## config.mk

```make
export PLATFORM = sky130hd
export DESIGN_NAME = ram_wait
export DESIGN_NICKNAME = d
export VERILOG_FILES = /design/src/rtl/ram_wait.sv
export SDC_FILE = /design/constraint.sdc
export NUM_CORES = 2
export LEC_CHECK = 0
export ABC_AREA = 1
export CORE_ASPECT_RATIO = 1.2
export CORE_MARGIN = 5
export CORE_UTILIZATION = 45
export DETAILED_ROUTE_END_ITERATION = 6
export SETUP_SLACK_MARGIN = 0.05
export SLEW_MARGIN = 30
export SYNTH_ARGS = -nofsm -noshare
export SYNTH_HDL_FRONTEND = slang
export SYNTH_SLANG_ARGS = --single-unit
export TNS_END_PERCENT = 50
```

## constraint.sdc

```tcl
create_clock -name clk -period 14 [get_ports clk]
set_input_delay 2.8 -clock clk [delete_from_list [all_inputs] [get_ports clk]]
set_output_delay 2.8 -clock clk [all_outputs]
set_load 0.01 [all_outputs]
```

## src/rtl/ram_wait.sv

```systemverilog
// ram_wait: byte-addressable data RAM for the MSP430 data bus.
// Adds a req/rdy handshake with programmable wait states and an
// out-of-range error flag. It can also zero the whole array after reset.
// Bytes are kept in two banks (even/odd lane). A word access and a
// byte access each need only one write port per bank.
module ram_wait #(
   parameter logic [15:0] BOUND_L        = 16'h0200,
   parameter logic [15:0] BOUND_U        = 16'h0400,
   parameter int          WAIT_STATES    = 0,
   parameter bit          CLEAR_ON_RESET = 1'b1,
   parameter              INIT_FILE      = ""
) (
   input  logic        clk,
   input  logic        rst_n,
   input  logic        ram_req,
   input  logic [15:0] ram_addr,
   input  logic [15:0] ram_Din,
   input  logic        ram_RW,
   input  logic        BW,
   output logic [15:0] ram_out,
   output logic        ram_rdy,
   output logic        ram_err,
   output logic        ram_busy
);

   localparam int SIZE = int'(BOUND_U) - int'(BOUND_L);
   localparam int AW   = $clog2(SIZE);
   localparam int HALF = SIZE / 2;
   localparam logic [AW-1:0] LAST_PTR = AW'(SIZE - 1);

   typedef enum logic [1:0] {
      S_CLEAR = 2'd0,
      S_IDLE  = 2'd1,
      S_WAIT  = 2'd2,
      S_DONE  = 2'd3
   } state_t;

   // Preloading from INIT_FILE is a simulation-time action done on the
   // r_mem_lo / r_mem_hi arrays by the surrounding environment.
   if (INIT_FILE != "") begin : g_init_hook
   end

   state_t        r_state;
   logic [3:0]    r_cnt;
   logic [AW-1:0] r_ptr;
   logic [15:0]   r_addr;
   logic [15:0]   r_din;
   logic          r_rw;
   logic          r_bw;
   logic [15:0]   r_out;
   logic          r_rdy;
   logic          r_err;
   logic          r_busy;

   logic [7:0]    r_mem_lo [HALF];
   logic [7:0]    r_mem_hi [HALF];

   logic [AW-1:0] w_off;
   logic [AW-2:0] w_idx;
   logic          w_lane;
   logic          w_in_range;
   logic          w_access;
   logic [7:0]    w_rd_lo;
   logic [7:0]    w_rd_hi;
   logic [15:0]   w_rd_data;
   logic          w_lo_we;
   logic          w_hi_we;
   logic [7:0]    w_lo_wdata;
   logic [7:0]    w_hi_wdata;
   logic [AW-2:0] w_wr_idx;

   assign w_off      = AW'(r_addr - BOUND_L);
   assign w_idx      = w_off[AW-1:1];
   assign w_lane     = w_off[0];
   assign w_in_range = (r_addr >= BOUND_L) && (r_addr < BOUND_U);
   assign w_access   = (r_state == S_WAIT) && (r_cnt == 4'd0);
   assign w_rd_lo    = r_mem_lo[w_idx];
   assign w_rd_hi    = r_mem_hi[w_idx];

   // Read data: out-of-range reads return zero; byte reads zero-extend the lane
   always_comb begin
      w_rd_data = 16'h0000;
      if (w_in_range) begin
         if (r_bw) begin
            w_rd_data = {8'h00, (w_lane ? w_rd_hi : w_rd_lo)};
         end else begin
            w_rd_data = {w_rd_hi, w_rd_lo};
         end
      end
   end

   // Bank write enables: clear sweep first, then a completing in-range write.
   // Both depend on r_state, so an async reset drops them at once and
   // discards any pending write.
   always_comb begin
      w_lo_we    = 1'b0;
      w_hi_we    = 1'b0;
      w_lo_wdata = 8'h00;
      w_hi_wdata = 8'h00;
      w_wr_idx   = w_idx;
      if (r_state == S_CLEAR) begin
         w_wr_idx = r_ptr[AW-1:1];
         w_lo_we  = ~r_ptr[0];
         w_hi_we  = r_ptr[0];
      end else if (w_access && r_rw && w_in_range) begin
         if (r_bw) begin
            w_lo_we    = ~w_lane;
            w_hi_we    = w_lane;
            w_lo_wdata = r_din[7:0];
            w_hi_wdata = r_din[7:0];
         end else begin
            w_lo_we    = 1'b1;
            w_hi_we    = 1'b1;
            w_lo_wdata = r_din[7:0];
            w_hi_wdata = r_din[15:8];
         end
      end
   end

   // Byte-lane memory banks: plain synchronous writes, no reset on contents
   always_ff @(posedge clk) begin
      if (w_lo_we) r_mem_lo[w_wr_idx] <= w_lo_wdata;
      if (w_hi_we) r_mem_hi[w_wr_idx] <= w_hi_wdata;
   end

   // Control FSM: clear sweep, request capture, wait countdown, completion pulse
   always_ff @(posedge clk or negedge rst_n) begin
      if (!rst_n) begin
         r_state <= CLEAR_ON_RESET ? S_CLEAR : S_IDLE;
         r_busy  <= CLEAR_ON_RESET;
         r_cnt   <= 4'd0;
         r_ptr   <= '0;
         r_addr  <= 16'h0000;
         r_din   <= 16'h0000;
         r_rw    <= 1'b0;
         r_bw    <= 1'b0;
         r_out   <= 16'h0000;
         r_rdy   <= 1'b0;
         r_err   <= 1'b0;
      end else begin
         case (r_state)
            S_CLEAR: begin
               if (r_ptr == LAST_PTR) begin
                  r_ptr   <= '0;
                  r_busy  <= 1'b0;
                  r_state <= S_IDLE;
               end else begin
                  r_ptr <= r_ptr + 1'b1;
               end
            end
            S_IDLE: begin
               if (ram_req) begin
                  r_addr  <= ram_addr;
                  r_din   <= ram_Din;
                  r_rw    <= ram_RW;
                  r_bw    <= BW;
                  r_cnt   <= 4'(WAIT_STATES);
                  r_state <= S_WAIT;
               end
            end
            S_WAIT: begin
               if (r_cnt != 4'd0) begin
                  r_cnt <= r_cnt - 4'd1;
               end else begin
                  r_rdy   <= 1'b1;
                  r_err   <= ~w_in_range;
                  if (!r_rw) r_out <= w_rd_data;
                  r_state <= S_DONE;
               end
            end
            S_DONE: begin
               r_rdy   <= 1'b0;
               r_err   <= 1'b0;
               r_state <= S_IDLE;
            end
            default: r_state <= S_IDLE;
         endcase
      end
   end

   assign ram_out  = r_out;
   assign ram_rdy  = r_rdy;
   assign ram_err  = r_err;
   assign ram_busy = r_busy;

endmodule

```

======== Word level (Yosys, flattened, before mapping) ========
Memories as Yosys holds them, arrays and structs flattened.
Cells that the tools add are included.
storage, ports and cells
  flip-flop bits (word level) ............. 68
  bits in writable memories ............... 4096
  input port bits ......................... 37
  output and inout port bits .............. 19
  memories ................................ 2
operators by class
  $add $sub $neg .......................... 3
  order comparisons ....................... 2
  eq/ne operators ......................... 8
  muxes and demuxes ....................... 31
  bitwise logic cells ..................... 5
  reduce and logical (&&, ||, !) cells .... 15
memories
  name      depth  bits a word  read ports  clocked after Yosys merged registers in  wr ports  RTL line  text
  r_mem_hi  256    8            1           0                                        1         56        logic [7:0] r_mem_hi [HALF];
  r_mem_lo  256    8            1           0                                        1         55        logic [7:0] r_mem_lo [HALF];
operators with widths
  operator                                                                                count
  8-bit 2-to-1 mux                                                                        7
  16-bit 2-to-1 mux                                                                       2
  16-bit by 10-bit greater-or-equal comparator with 1-bit output (second input constant)  1
  16-bit by 11-bit less-than comparator with 1-bit output (second input constant)         1
  1-bit 2-to-1 mux                                                                        12
  9-bit by 1-bit adder with 9-bit output (second input constant)                          1
  9-bit equality test (second input constant)                                             1
  9-bit 2-to-1 mux                                                                        1
  3-bit AND reduction                                                                     3
  9-bit by 1-bit subtractor with 9-bit output (second input constant)                     1
  4-bit 2-to-1 mux                                                                        2
  2-bit one-hot mux with 4 select lines                                                   1
  4-bit one-hot mux with 2 select lines                                                   1
  2-bit 2-to-1 mux                                                                        3
  2-bit AND reduction                                                                     3
  1-bit inverter                                                                          5
  2-bit equality test (second input constant)                                             2
  1-bit logical AND                                                                       4
  4-bit zero test                                                                         1
  2-bit by 1-bit inequality test with 1-bit output (second input constant)                2
  2-bit inequality test (second input constant)                                           2
  1-bit one-hot mux with 2 select lines                                                   2
  2-bit nonzero test                                                                      2
  4-bit nonzero test                                                                      1
  other kinds (3)                                                                         3

======== Depth between registers and ports, before layout ========
  depth after elaboration ................. 8
  depth in mapped cells ................... 17

======== Worst setup path after synthesis ========
OpenSTA, ideal clock, no wires.
  path kind ............................... flip-flop to flip-flop
  start ................................... register r_state[0]
  end ..................................... memory r_mem_hi[0][5] (data pin)
  library setup time ...................... 2.242 ns
  arrival time ............................ 11.910 ns
  slack ................................... -0.152 ns
  cell stages (with the launch flop) ...... 10
  path buffers ............................ 1
  clock period less this slack ............ 14.152 ns
  cell sequence ........................... dfrtp_1 -> inv_1 -> ha_1 -> inv_1 -> nor2_1 -> inv_1 -> nor4_2 -> inv_2 -> clkbuf_1 -> a211oi_1
between the ends
  word-level cells in the longest chain between the ends .. 6
ends and longest elaborated chain
  item                             RTL line  text
  from (decl)                      43        state_t r_state;
  from (signal assigned)           129       r_state <= CLEAR_ON_RESET ? S_CLEAR : S_IDLE;
  2-bit equality test              76        assign w_access = (r_state == S_WAIT) && (r_cnt == 4'd0);
  1-bit logical AND                76
  1-bit logical AND (2 in series)  105       end else if (w_access && r_rw && w_in_range) begin
  8-bit 2-to-1 mux                 105
  8-bit 2-to-1 mux (*)             101       if (r_state == S_CLEAR) begin
  net w_hi_wdata[5]                69        logic [7:0] w_hi_wdata;
  to (decl)                        56
The timed path passes the listed nets; every way through them passes the cells marked *.

======== Final worst setup path ========
  start ................................... register r_addr[1]
  end ..................................... register r_out[3], in the netlist ram_out[3]
between the ends
  word-level cells in the longest chain between the ends .. 5
ends and longest elaborated chain
  item                                         RTL line  text
  from (decl)                                  46        logic [15:0] r_addr;
  from (signal assigned)                       153       r_addr <= ram_addr;
  9-bit by 1-bit subtractor with 9-bit output  72        assign w_off = AW'(r_addr - BOUND_L);
  memory 256 x 8 bit (on tied branches)        --
  8-bit 2-to-1 mux                             85        w_rd_data = {8'h00, (w_lane ? w_rd_hi : w_rd_lo)};
  16-bit 2-to-1 mux                            84        if (r_bw) begin
  16-bit 2-to-1 mux (*)                        83        if (w_in_range) begin
  to (signal assigned)                         167       if (!r_rw) r_out <= w_rd_data;
  to (decl)                                    50        logic [15:0] r_out;
Every way passes the cells marked *; elsewhere a longest branch is shown, timed or not.
A chain may end at the register's enable or synchronous reset.

==> qor.yml <==
synth:
  async_flop_share_pct: 1.63
  synth_area_mm2: 0.171
  synth.most_common_cell: "nand2_1"
  synth-edff-count: 4096
  ys.flop_type: "edfxtp_1"
  ys_seq_area_share_pct: 73.0
  synthTopCellsByCount: "nand2_1 (4492), edfxtp_1 (4096), nand3_1 (4059)"
  yosysWarnings: 0
  synth.area.top_cells: "edfxtp_1 (72%), nand3_1 (12%), nand2_1 (9.9%), buf_2 (1.7%), nor2_1 (1.3%)"
  synthCells: 14500
  syn_avg_cell_area_um2: 11.8
  yosysTopAreaCellShare_pct: 72.0
  yosysUniqueCellTypes: 36
  synth-seq-cells: 4164
  synth_top_area_cell: "edfxtp_1"
  synth.net_count: 14500
clock_tree:
  ctsRootBufferMaster: "clkbuf_16"
  cts.sink_count: 4164
  postCtsSetupBuffers: 0
  clkTransAtPathRegs_ns: 0.07
  cts_buffer_depth: 4
  cts-resized-gates: 0
  cts_inserted_buffers: 409
  tritoncts: "done"
  h-tree-depth: 5
  ctsHoldBuffers: 0
  worst_skew_pair.late_latency_ns: 0.98
grt:
  grt_util_all_layers_pct: 25.1
  grt_pass1_wl_mm: 736
  grt_pass1_vias: 106000
  grt_max_degree: 200
  antenna_found_initial: 22
  overflow: 0
layout:
  drive_gt1_share_pct: 6.77
  fill_cells: 32800
  nets: 14200
  final_cell_count_no_fill: 19500
  multiInputGateArea_mm2: 0.0407
  regArea_mm2: 0.125
  syn_to_final_growth_pct: 9.88
timing:
  skew_ns: 0.0595
  final_max_slew_viol_count: 0
  setup_violations: 0
  layout_worst_path_cycle_share_pct: 45.9
  hold_viol: 0
  finalCriticalPeriod_ns: 6.43
  slew_headroom_pct: 22.5
  fmax_mhz: 155
  worst_pin_slew_ns: 1.16
  rsz0062_at_grt: "false"
  tns_ns: 0
critical_path:
  crit_required_ns: 14.88
  crit_path_end_kind: "register"
  cp_cell_sequence: "buf_12, buf_4, buf_4, buf_4, buf_4, nand2_1, nand3_1, nand3_1, nand3_1, nand3_1, nand2_1, nand2_1, nand3_1, nand3_1, nand3_1, nand3_1, nand2_1"
  rrSetupSlack_ns: 7.57
  cpPeakStageDelay_ns: 0.83
  cp_slowest_cell: "dfrtp_4"
  worstSetupPathType: "reg -> reg"
  reg2regPathDepth: 17
  path_max_fanout: 195
  crit_arrival_ns: 7.31
  worst_path_most_repeated_cell: "nand3_1"
  r2r-start: "r_addr[1]$_DFFE_PN0P_"
  r2r-end: "ram_out[3]$_DFFE_PN0P_"
  start_kind: "register"
routing:
  vias: 113000
  vias_per_cell: 5.78
  drt-total-wl_mm: 506
  drtPass1Iterations: 7
  drc: 1
  drtIter0Drc: 13800
  routedWlPerCell_um: 26.0
  ant_nets: 0
hold_path:
  hold_depth: 1
  holdPathEnd: "r_ptr[3]$_DFFE_PN0P_"
  min_from: "r_ptr[3]$_DFFE_PN0P_"
  holdCritPathClass: "reg -> reg"
die:
  die_w_um: 572
  chipHeight_um: 685
  ios: 56
  start_util_pct: 45.2
  core_mm2: 0.378
  die-area_mm2: 0.392
  rows: 247
place:
  gp_congestion: 0.883
  port_buffers: 55
  hpwl_mm: 291
  dp.cells: 18700
outcome:
  violations: "design-rule violations"
  status: "finished with violations"
power_and_ir_drop:
  p_leak_uw: 0.0639
  p_per_area_mw_per_mm2: 197
  worst_ir_drop_vdd_mv: 0.187
job:
  maxCapViolCount: 0
-- cell usage in the layout, fill, tap and decap left out, types with 9 or more instances in the layout --
master / n
buf_12: 21
clkbuf_16: 415
buf_16: 10
dfrtp_1: 61
inv_6: 10
clkdlybuf4s50_1: 54
a21oi_1: 24
nand3_1: 4059
o21ai_0: 18
clkbuf_8: 9
diode_2: 10
buf_4: 192
clkinvlp_4: 13
nor2_4: 24
nor2_2: 112
mux2_2: 17
clkinv_1: 98
bufinv_16: 29
nand2_1: 4491
inv_1: 42
nor2_1: 455
clkbuf_1: 89
edfxtp_1: 4096
clkinv_2: 77
-- cells by family after synthesis --
kind of cell	count (synthesis)	synth area share, %
buffers and inverters	1059	3.45
XOR/XNOR	1	0.00513
AND/OR/NAND/NOR	9153	23.1
flip-flops	4164	73.0
multiplexers	17	0.112
AO/OA/AOI/OAI	64	0.212
adder cells (fa/ha/maj)	8	0.0586
-- sequential cells by signal, indices dropped and copies added (netlist names) --
name,count
ram_out,16
ram_err,1
r_cnt,4
r_mem_hi,2048
r_addr,16
r_rw,1
r_bw,1
r_din,16
r_ptr,9
ram_rdy,1
r_mem_lo,2048
r_state,2
ram_busy,1
-- report_power, final --
group          internal, uW  switching, uW  leakage [uW]  total (uW)
registers             13600            149        0.0342       13800
clock network          6030           4760       0.00631       10800
logic                  3080           9340        0.0234       12400
total                 22700          14200        0.0639       37000
-- how the worst max path moves through the flow --
stage                           startpoint  cells past startpoint                       end  slack (ns)
finish               r_addr[1]$_DFFE_PN0P_                     17    ram_out[3]$_DFFE_PN0P_        7.57
global route         r_addr[1]$_DFFE_PN0P_                     17    ram_out[5]$_DFFE_PN0P_        7.31
CTS                  r_addr[1]$_DFFE_PN0P_                     17    ram_out[3]$_DFFE_PN0P_        7.63
detailed placement   r_addr[1]$_DFFE_PN0P_                     17    ram_out[3]$_DFFE_PN0P_        7.66
global placement     r_addr[1]$_DFFE_PN0P_                     17    ram_out[3]$_DFFE_PN0P_        7.69
floorplan           r_state[0]$_DFFE_PN0P_                      9  r_mem_hi[0][5]$_DFFE_PP_       -0.15
-- worst max-delay path: cells and delay by family (launching register included) --
family        cells  cell delay, ns
flops             1            0.83
buf+inv           5            3.62
simple gates     12            1.59
-- routing by layer --
layer / wire length (um) / global-route usage [%] / vias up
met3: 43500 / 4.35 / 944
met1: 199000 / 34.0 / 55900
met5: 140 / 0 / -
li1: - / - / 50600
met2: 241000 / 40.2 / 5242
met4: 23400 / 10.5 / 20
-- area by class of cell --
type | count | share of cell area [%]
clock inverter | 238 | 1.11
inverter | 55 | 0.162
timing repair buffer | 282 | 1.46
multi-input combinational | 9243 | 21.7
sequential | 4164 | 66.5
clock buffer | 513 | 5.78
tap | 4980 | 3.32
antenna | 10 | 0.0133
-- through the flow --
step | utilization [%] | hold slack [ns] | instance area [um^2] | power, uW | worst slack [ns]
floorplan | - | 0.450 | 171000 | 22000 | -0.152
global placement | 46.1 | 0.474 | 174000 | 26200 | 7.69
detailed placement | 46.2 | 0.482 | 174000 | 26300 | 7.66
CTS | 49.6 | 0.490 | 187000 | 36900 | 7.63
global route | 49.7 | 0.525 | 188000 | 38500 | 7.31
finish | 49.7 | 0.494 | 188000 | 37000 | 7.57
(Power assumes the default switching activity.)
